==> config.mk <==
export PLATFORM = sky130hd
export DESIGN_NAME = button_conditioner
export DESIGN_NICKNAME = d
export VERILOG_FILES = /design/src/rtl/btn_cond_pkg.sv /design/src/rtl/btn_cond_channel.sv /design/src/rtl/button_conditioner.sv
export SDC_FILE = /design/constraint.sdc
export NUM_CORES = 1
export LEC_CHECK = 0
export BUFFER_PORTS_ARGS = -buffer_cell sky130_fd_sc_hd__buf_2
export CAP_MARGIN = 10
export CORE_UTILIZATION = 55
export CTS_BUF_LIST = sky130_fd_sc_hd__clkbuf_8
export CTS_CLUSTER_SIZE = 14
export DETAILED_ROUTE_END_ITERATION = 8
export PLACE_DENSITY_LB_ADDON = 0.25
export REMOVE_ABC_BUFFERS = 1
export SLEW_MARGIN = 40
export SYNTH_ARGS = -nofsm -noshare
export SYNTH_HDL_FRONTEND = slang
export SYNTH_SLANG_ARGS = --single-unit
==> constraint.sdc <==
create_clock -name clk -period 4.95 [get_ports clk]
set_input_delay 0.495 -clock clk [delete_from_list [all_inputs] [get_ports clk]]
set_output_delay 0.495 -clock clk [all_outputs]
set_load 0.02 [all_outputs]
==> src/rtl/btn_cond_pkg.sv <==
// Shared types and helpers for the button conditioner.
//   rpt_state_e : per-channel auto-repeat state
//   cnt_width   : bits needed to hold 0..max_val (never less than 1)
//   max_int     : larger of two integers, used when sizing shared timers
package btn_cond_pkg;

   typedef enum logic [1:0] {
      IDLE   = 2'd0,
      DELAY  = 2'd1,
      REPEAT = 2'd2
   } rpt_state_e;

   function automatic int max_int(input int a, input int b);
      return (a > b) ? a : b;
   endfunction

   function automatic int cnt_width(input int max_val);
      return (max_val < 1) ? 1 : $clog2(max_val + 1);
   endfunction

endpackage

==> src/rtl/btn_cond_channel.sv <==
// One push-button channel: two-flop synchroniser, stability-counter debounce,
// registered press/release edges, stretched press and auto-repeat pulse train.
//
// Ports:
//   clk          system clock
//   rst          synchronous active-high reset
//   btn_i        raw asynchronous button input
//   repeat_en_i  auto-repeat enable
//   level_o      debounced level
//   press_o      1-cycle pulse in the first cycle level_o is 1
//   release_o    1-cycle pulse in the first cycle level_o is 0 after being 1
//   extended_o   press stretched to EXTEND_CYCLES cycles
//   repeat_o     press pulse plus auto-repeat pulses while held
//
// Auto-repeat FSM:
//   state  | meaning
//   IDLE   | no repeat pending; repeat_o mirrors press
//   DELAY  | held since press, counting down to the first auto pulse
//   REPEAT | held, emitting a pulse every REPEAT_PERIOD cycles
module btn_cond_channel
   import btn_cond_pkg::*;
#(
   parameter int STABLE_CYCLES = 16,
   parameter int EXTEND_CYCLES = 4,
   parameter int REPEAT_DELAY  = 50000000,
   parameter int REPEAT_PERIOD = 10000000
) (
   input  logic clk,
   input  logic rst,
   input  logic btn_i,
   input  logic repeat_en_i,
   output logic level_o,
   output logic press_o,
   output logic release_o,
   output logic extended_o,
   output logic repeat_o
);

   localparam int CNT_W = cnt_width(STABLE_CYCLES);
   localparam int EXT_W = cnt_width(EXTEND_CYCLES);
   localparam int TMR_W = cnt_width(max_int(REPEAT_DELAY, REPEAT_PERIOD));

   localparam logic [CNT_W-1:0] CNT_LAST    = CNT_W'(STABLE_CYCLES - 1);
   localparam logic [EXT_W-1:0] EXT_LOAD    = EXT_W'(EXTEND_CYCLES - 1);
   localparam logic [TMR_W-1:0] DELAY_LOAD  = TMR_W'(REPEAT_DELAY - 1);
   localparam logic [TMR_W-1:0] PERIOD_LOAD = TMR_W'(REPEAT_PERIOD - 1);

   logic             s1_q, s2_q;
   logic [CNT_W-1:0] cnt_q, cnt_d;
   logic             level_q, level_d;
   logic             press_q, press_d;
   logic             release_q, release_d;
   logic [EXT_W-1:0] ecnt_q, ecnt_d;
   rpt_state_e       state_q, state_d;
   logic [TMR_W-1:0] tmr_q, tmr_d;
   logic             rpt_pulse;

   always_ff @(posedge clk) begin
      if (rst) begin
         s1_q      <= 1'b0;
         s2_q      <= 1'b0;
         cnt_q     <= '0;
         level_q   <= 1'b0;
         press_q   <= 1'b0;
         release_q <= 1'b0;
         ecnt_q    <= '0;
         state_q   <= IDLE;
         tmr_q     <= '0;
      end else begin
         s1_q      <= btn_i;
         s2_q      <= s1_q;
         cnt_q     <= cnt_d;
         level_q   <= level_d;
         press_q   <= press_d;
         release_q <= release_d;
         ecnt_q    <= ecnt_d;
         state_q   <= state_d;
         tmr_q     <= tmr_d;
      end
   end

   // Edge pulses are registered alongside the level flip so they line up
   // with the first cycle the new level is visible.
   always_comb begin
      cnt_d     = cnt_q;
      level_d   = level_q;
      press_d   = 1'b0;
      release_d = 1'b0;
      if (s2_q == level_q) begin
         cnt_d = '0;
      end else if (cnt_q == CNT_LAST) begin
         cnt_d     = '0;
         level_d   = s2_q;
         press_d   = s2_q;
         release_d = ~s2_q;
      end else begin
         cnt_d = cnt_q + 1'b1;
      end
   end

   // Counter is loaded the cycle after press; the press cycle itself is
   // covered by OR-ing press_q into the output.
   always_comb begin
      ecnt_d = ecnt_q;
      if (press_q) begin
         ecnt_d = EXT_LOAD;
      end else if (ecnt_q != '0) begin
         ecnt_d = ecnt_q - 1'b1;
      end
   end

   // Release or enable drop wins over a timer expiry in the same cycle.
   always_comb begin
      state_d   = state_q;
      tmr_d     = tmr_q;
      rpt_pulse = 1'b0;
      case (state_q)
         IDLE: begin
            rpt_pulse = press_q;
            if (press_q && repeat_en_i) begin
               tmr_d   = DELAY_LOAD;
               state_d = DELAY;
            end
         end
         DELAY, REPEAT: begin
            if (!level_q || !repeat_en_i) begin
               state_d = IDLE;
            end else if (tmr_q == '0) begin
               rpt_pulse = 1'b1;
               tmr_d     = PERIOD_LOAD;
               state_d   = REPEAT;
            end else begin
               tmr_d = tmr_q - 1'b1;
            end
         end
         default: state_d = IDLE;
      endcase
   end

   assign level_o    = level_q;
   assign press_o    = press_q;
   assign release_o  = release_q;
   assign extended_o = press_q | (ecnt_q != '0);
   assign repeat_o   = rpt_pulse;

endmodule

==> src/rtl/button_conditioner.sv <==
// Multi-channel push-button front end: N_CH independent conditioning
// channels between board pins and the control logic.
//
// Ports:
//   clk          system clock
//   rst          synchronous active-high reset
//   btn_in_i     raw asynchronous button inputs
//   repeat_en_i  per-channel auto-repeat enable
//   level_o      debounced levels
//   press_o      press pulses
//   release_o    release pulses
//   extended_o   stretched press pulses
//   repeat_o     press plus auto-repeat pulses
module button_conditioner
   import btn_cond_pkg::*;
#(
   parameter int N_CH          = 4,
   parameter int STABLE_CYCLES = 16,
   parameter int EXTEND_CYCLES = 4,
   parameter int REPEAT_DELAY  = 50000000,
   parameter int REPEAT_PERIOD = 10000000
) (
   input  logic            clk,
   input  logic            rst,
   input  logic [N_CH-1:0] btn_in_i,
   input  logic [N_CH-1:0] repeat_en_i,
   output logic [N_CH-1:0] level_o,
   output logic [N_CH-1:0] press_o,
   output logic [N_CH-1:0] release_o,
   output logic [N_CH-1:0] extended_o,
   output logic [N_CH-1:0] repeat_o
);

   for (genvar i = 0; i < N_CH; i++) begin : g_ch
      btn_cond_channel #(
         .STABLE_CYCLES (STABLE_CYCLES),
         .EXTEND_CYCLES (EXTEND_CYCLES),
         .REPEAT_DELAY  (REPEAT_DELAY),
         .REPEAT_PERIOD (REPEAT_PERIOD)
      ) u_ch (
         .clk         (clk),
         .rst         (rst),
         .btn_i       (btn_in_i[i]),
         .repeat_en_i (repeat_en_i[i]),
         .level_o     (level_o[i]),
         .press_o     (press_o[i]),
         .release_o   (release_o[i]),
         .extended_o  (extended_o[i]),
         .repeat_o    (repeat_o[i])
      );
   end

endmodule

==> results_dict.tcl <==
set metrics [dict create \
    register_area_mm2 0.00328 \
    drt-initial-drc-count 574 \
    die_w_um 126 \
    post_cts_buffers 0 \
    drc 0 \
    num_antenna_cells 0 \
    required_ns 4.45 \
    layout_common_cells "164 x dfxtp_1, 102 x nor2_1, 93 x a21oi_1" \
    multiInputGateArea_mm2 0.00480 \
    fin_skew_ns 0.0108 \
    yosysSeqAreaShare_pct 38.6 \
    initial_core_util_pct 56.2 \
    postCtsHoldBufs 0 \
    die_area_mm2 0.0160 \
    finalMaxSlewViolations 0 \
    rr_worst_depth 7 \
    powerDensity_mw_per_mm2 308 \
    p_switching_uw 721 \
    hold_viol 0 \
    ioPinCount 30 \
    p_leak_nw 3.49 \
    rrSetupSlack_ns 2.44 \
    maxSlewHeadroom_pct 44.7 \
    port-buffer-count 29 \
    hold_start "btn_in_i[2]" \
    die_h_um 126 \
    clock.fmax_ghz 0.320 \
    outcome "finished clean" \
    cp_max_fo 7 \
    final_antenna_net_count 0 \
    gp_congestion 0.852 \
    r2r_start "g_ch[0].u_ch.state_q[0]" \
    maxCapViolCount 0 \
    holdPathEnd "g_ch[2].u_ch.s1_q" \
    fin_crit_ns 3.13 \
    syn_area_mm2 0.00851 \
    yosysTopAreaCell "dfxtp_1" \
    syn_inst 1009 \
    wire_per_inst_um 14.6 \
    row_count 45 \
    cts-buffers-inserted 17 \
    yosys-top-cells-area "dfxtp_1 39%, a21oi_1 5.5%, ha_1 5.3%, nor3_1 4.6%, nor2_1 4.5%" \
    antenna_found_initial 0 \
    avgSynthCellArea_um2 8.43 \
    cp-start-kind "register" \
    sw_frac_of_total_pct 25.8 \
    endpoint_kind "primary output" \
    p_int_mw 2.07 \
    fill_cells 1356 \
    holdWs_ns 0.246 \
    grt_overflow 0 \
    synth-edff-count 0 \
    clk_pin_slew_worst_paths_ns 0.09 \
    setup_viol 0 \
    synth_top_area_share_pct 38.6 \
    stdcell_count 1200 \
    htreeDepth 4 \
    yosys_most_used_dff "dfxtp_1" \
    firstDrtPassIters 5 \
    post-route-util_pct 60.0 \
    core_mm2 0.0151 \
    dpl-instance-area_mm2 0.00863 \
    hold_path_class "in -> reg" \
    vias 7092 \
    synth_cell_types 63 \
    rsz0062_at_grt "no" \
    comb_power_share_pct 12.5 \
    cts_resized 0 \
    layout-drive-gt1-share_pct 8.99 \
    cts_root_buf "clkbuf_8" \
    clk_latency_ns 0.45 \
    synthArstFlopShare_pct 0 \
    path_class "reg -> out" \
    ir_drop_mv 0.174 \
    cts.sinks 164 \
    power_frac_clock_pct 37.9 \
    final_nets 1045 \
    wl_mm 17.6 \
    dp_hpwl_mm 11.7 \
    design_area_mm2 0.00908 \
    final_common_cell "dfxtp_1" \
    cts_tree "yes" \
    period_share_pct 63.2 \
    yosysWarnings 0 \
    grt_pass1_vias 6379 \
    hold_depth 2 \
    grt_max_degree 66 \
    ys_seq_elements 164 \
    dp.cells 1168 \
    crit_path_start "g_ch[0].u_ch.tmr_q[10]" \
    grt_pass1_wl_mm 30.2 \
    tightest_slew_ns 0.822 \
    grt_use_total_pct 22.9 \
    critical_path_arrival_ns 2.63 \
    fin_setup_tns_ns 0 \
    pwr-share-seq_pct 49.6 \
    syn2layout_area_growth_pct 6.75 \
    clockBufferDepth 2 \
    avgViaCountPerCell 5.91 \
    reg2reg_to "g_ch[0].u_ch.tmr_q[24]" \
]
==> cells by family after synthesis <==
kind of cell	share of synthesized area (%)
multiplexers	1.18
XOR/XNOR	7.51
AO/OA/AOI/OAI	14.1
AND/OR/NAND/NOR	27.8
flip-flops	38.6
buffers and inverters	5.49
adder cells (fa/ha/maj)	5.29
==> synth_stat cells (all sizes together), types with 5 or more instances <==
library cell and number:
dfxtp 164, nor2 102, a21oi 93, nor3 81, inv 40, o21ai 39, xnor2 39, clkbuf 38
ha 36, nor4 35, xor2 34, nand3 32, nand2 31, nand4 27, buf 25, or3 20
or4 17, and3 12, nor2b 12, a21o 11, a31oi 11, and4 11, mux2i 10, a21boi 8
nor4bb 8, a211oi 7, o31ai 7, or2 7, nand2b 6, nor3b 5, nor4b 5, o21a 5
==> worst max-delay path, stage by stage, from the launching register on <==
cell	delay, ns
dfxtp_1	0.37
or4_4	0.59
nand4bb_1	0.44
nor4_1	0.43
a21oi_1	0.08
nor2_1	0.10
buf_2	0.17
==> per-layer routing <==
layer  global-route usage, %  vias to the layer above  wire [µm]
li1                        -                     3616          -
met1                    31.6                     3276       8670
met2                    35.7                      173       7780
met3                    5.10                       27        808
met4                    7.58                        0        286
met5                       0                        -          0
==> power by group through the flow <==
stage               Clock [mW]  Combinational, mW  Sequential [mW]
CTS                       1.09              0.352             1.39
finish                    1.06              0.349             1.38
floorplan                    0              0.277             1.41
global placement             0              0.345             1.41
global route              1.15              0.409             1.39
detailed placement           0              0.350             1.42
==> stage by stage <==
step | setup slack (ns) | power, mW
final | 1.82 | 2.79
after floorplan | 1.44 | 1.69
after CTS | 1.79 | 2.83
after global placement | 2.38 | 1.76
after detailed placement | 2.33 | 1.77
after global routing | 1.61 | 2.95
==> sequential cells by signal (all words and copies together), names as in the netlist <==
name	flops
g_ch.u_ch.s1_q	4
g_ch.u_ch.tmr_q	104
g_ch.u_ch.press_o	4
g_ch.u_ch.state_q	8
g_ch.u_ch.release_o	4
g_ch.u_ch.cnt_q	20
g_ch.u_ch.s2_q	4
g_ch.u_ch.level_o	4
g_ch.u_ch.ecnt_q	12
==> how the worst max path moves through the flow <==
| stage | end | cells past startpoint |
|---|---|---|
| after global placement | repeat_o[0] | 6 |
| after CTS | repeat_o[0] | 6 |
| after detailed placement | repeat_o[0] | 6 |
| after global routing | repeat_o[0] | 6 |
| after floorplan | g_ch[0].u_ch.tmr_q[20] | 7 |
| final | repeat_o[0] | 6 |
==> final cells by class <==
class                      count  share of cell area (%)
multi-input combinational    742                    52.8
sequential                   164                    36.1
clock buffer                  18                    2.73
tap                          188                    2.59
timing repair buffer          34                    2.04
clock inverter                14                    2.03
inverter                      40                    1.65
(Power assumes the default switching activity.)
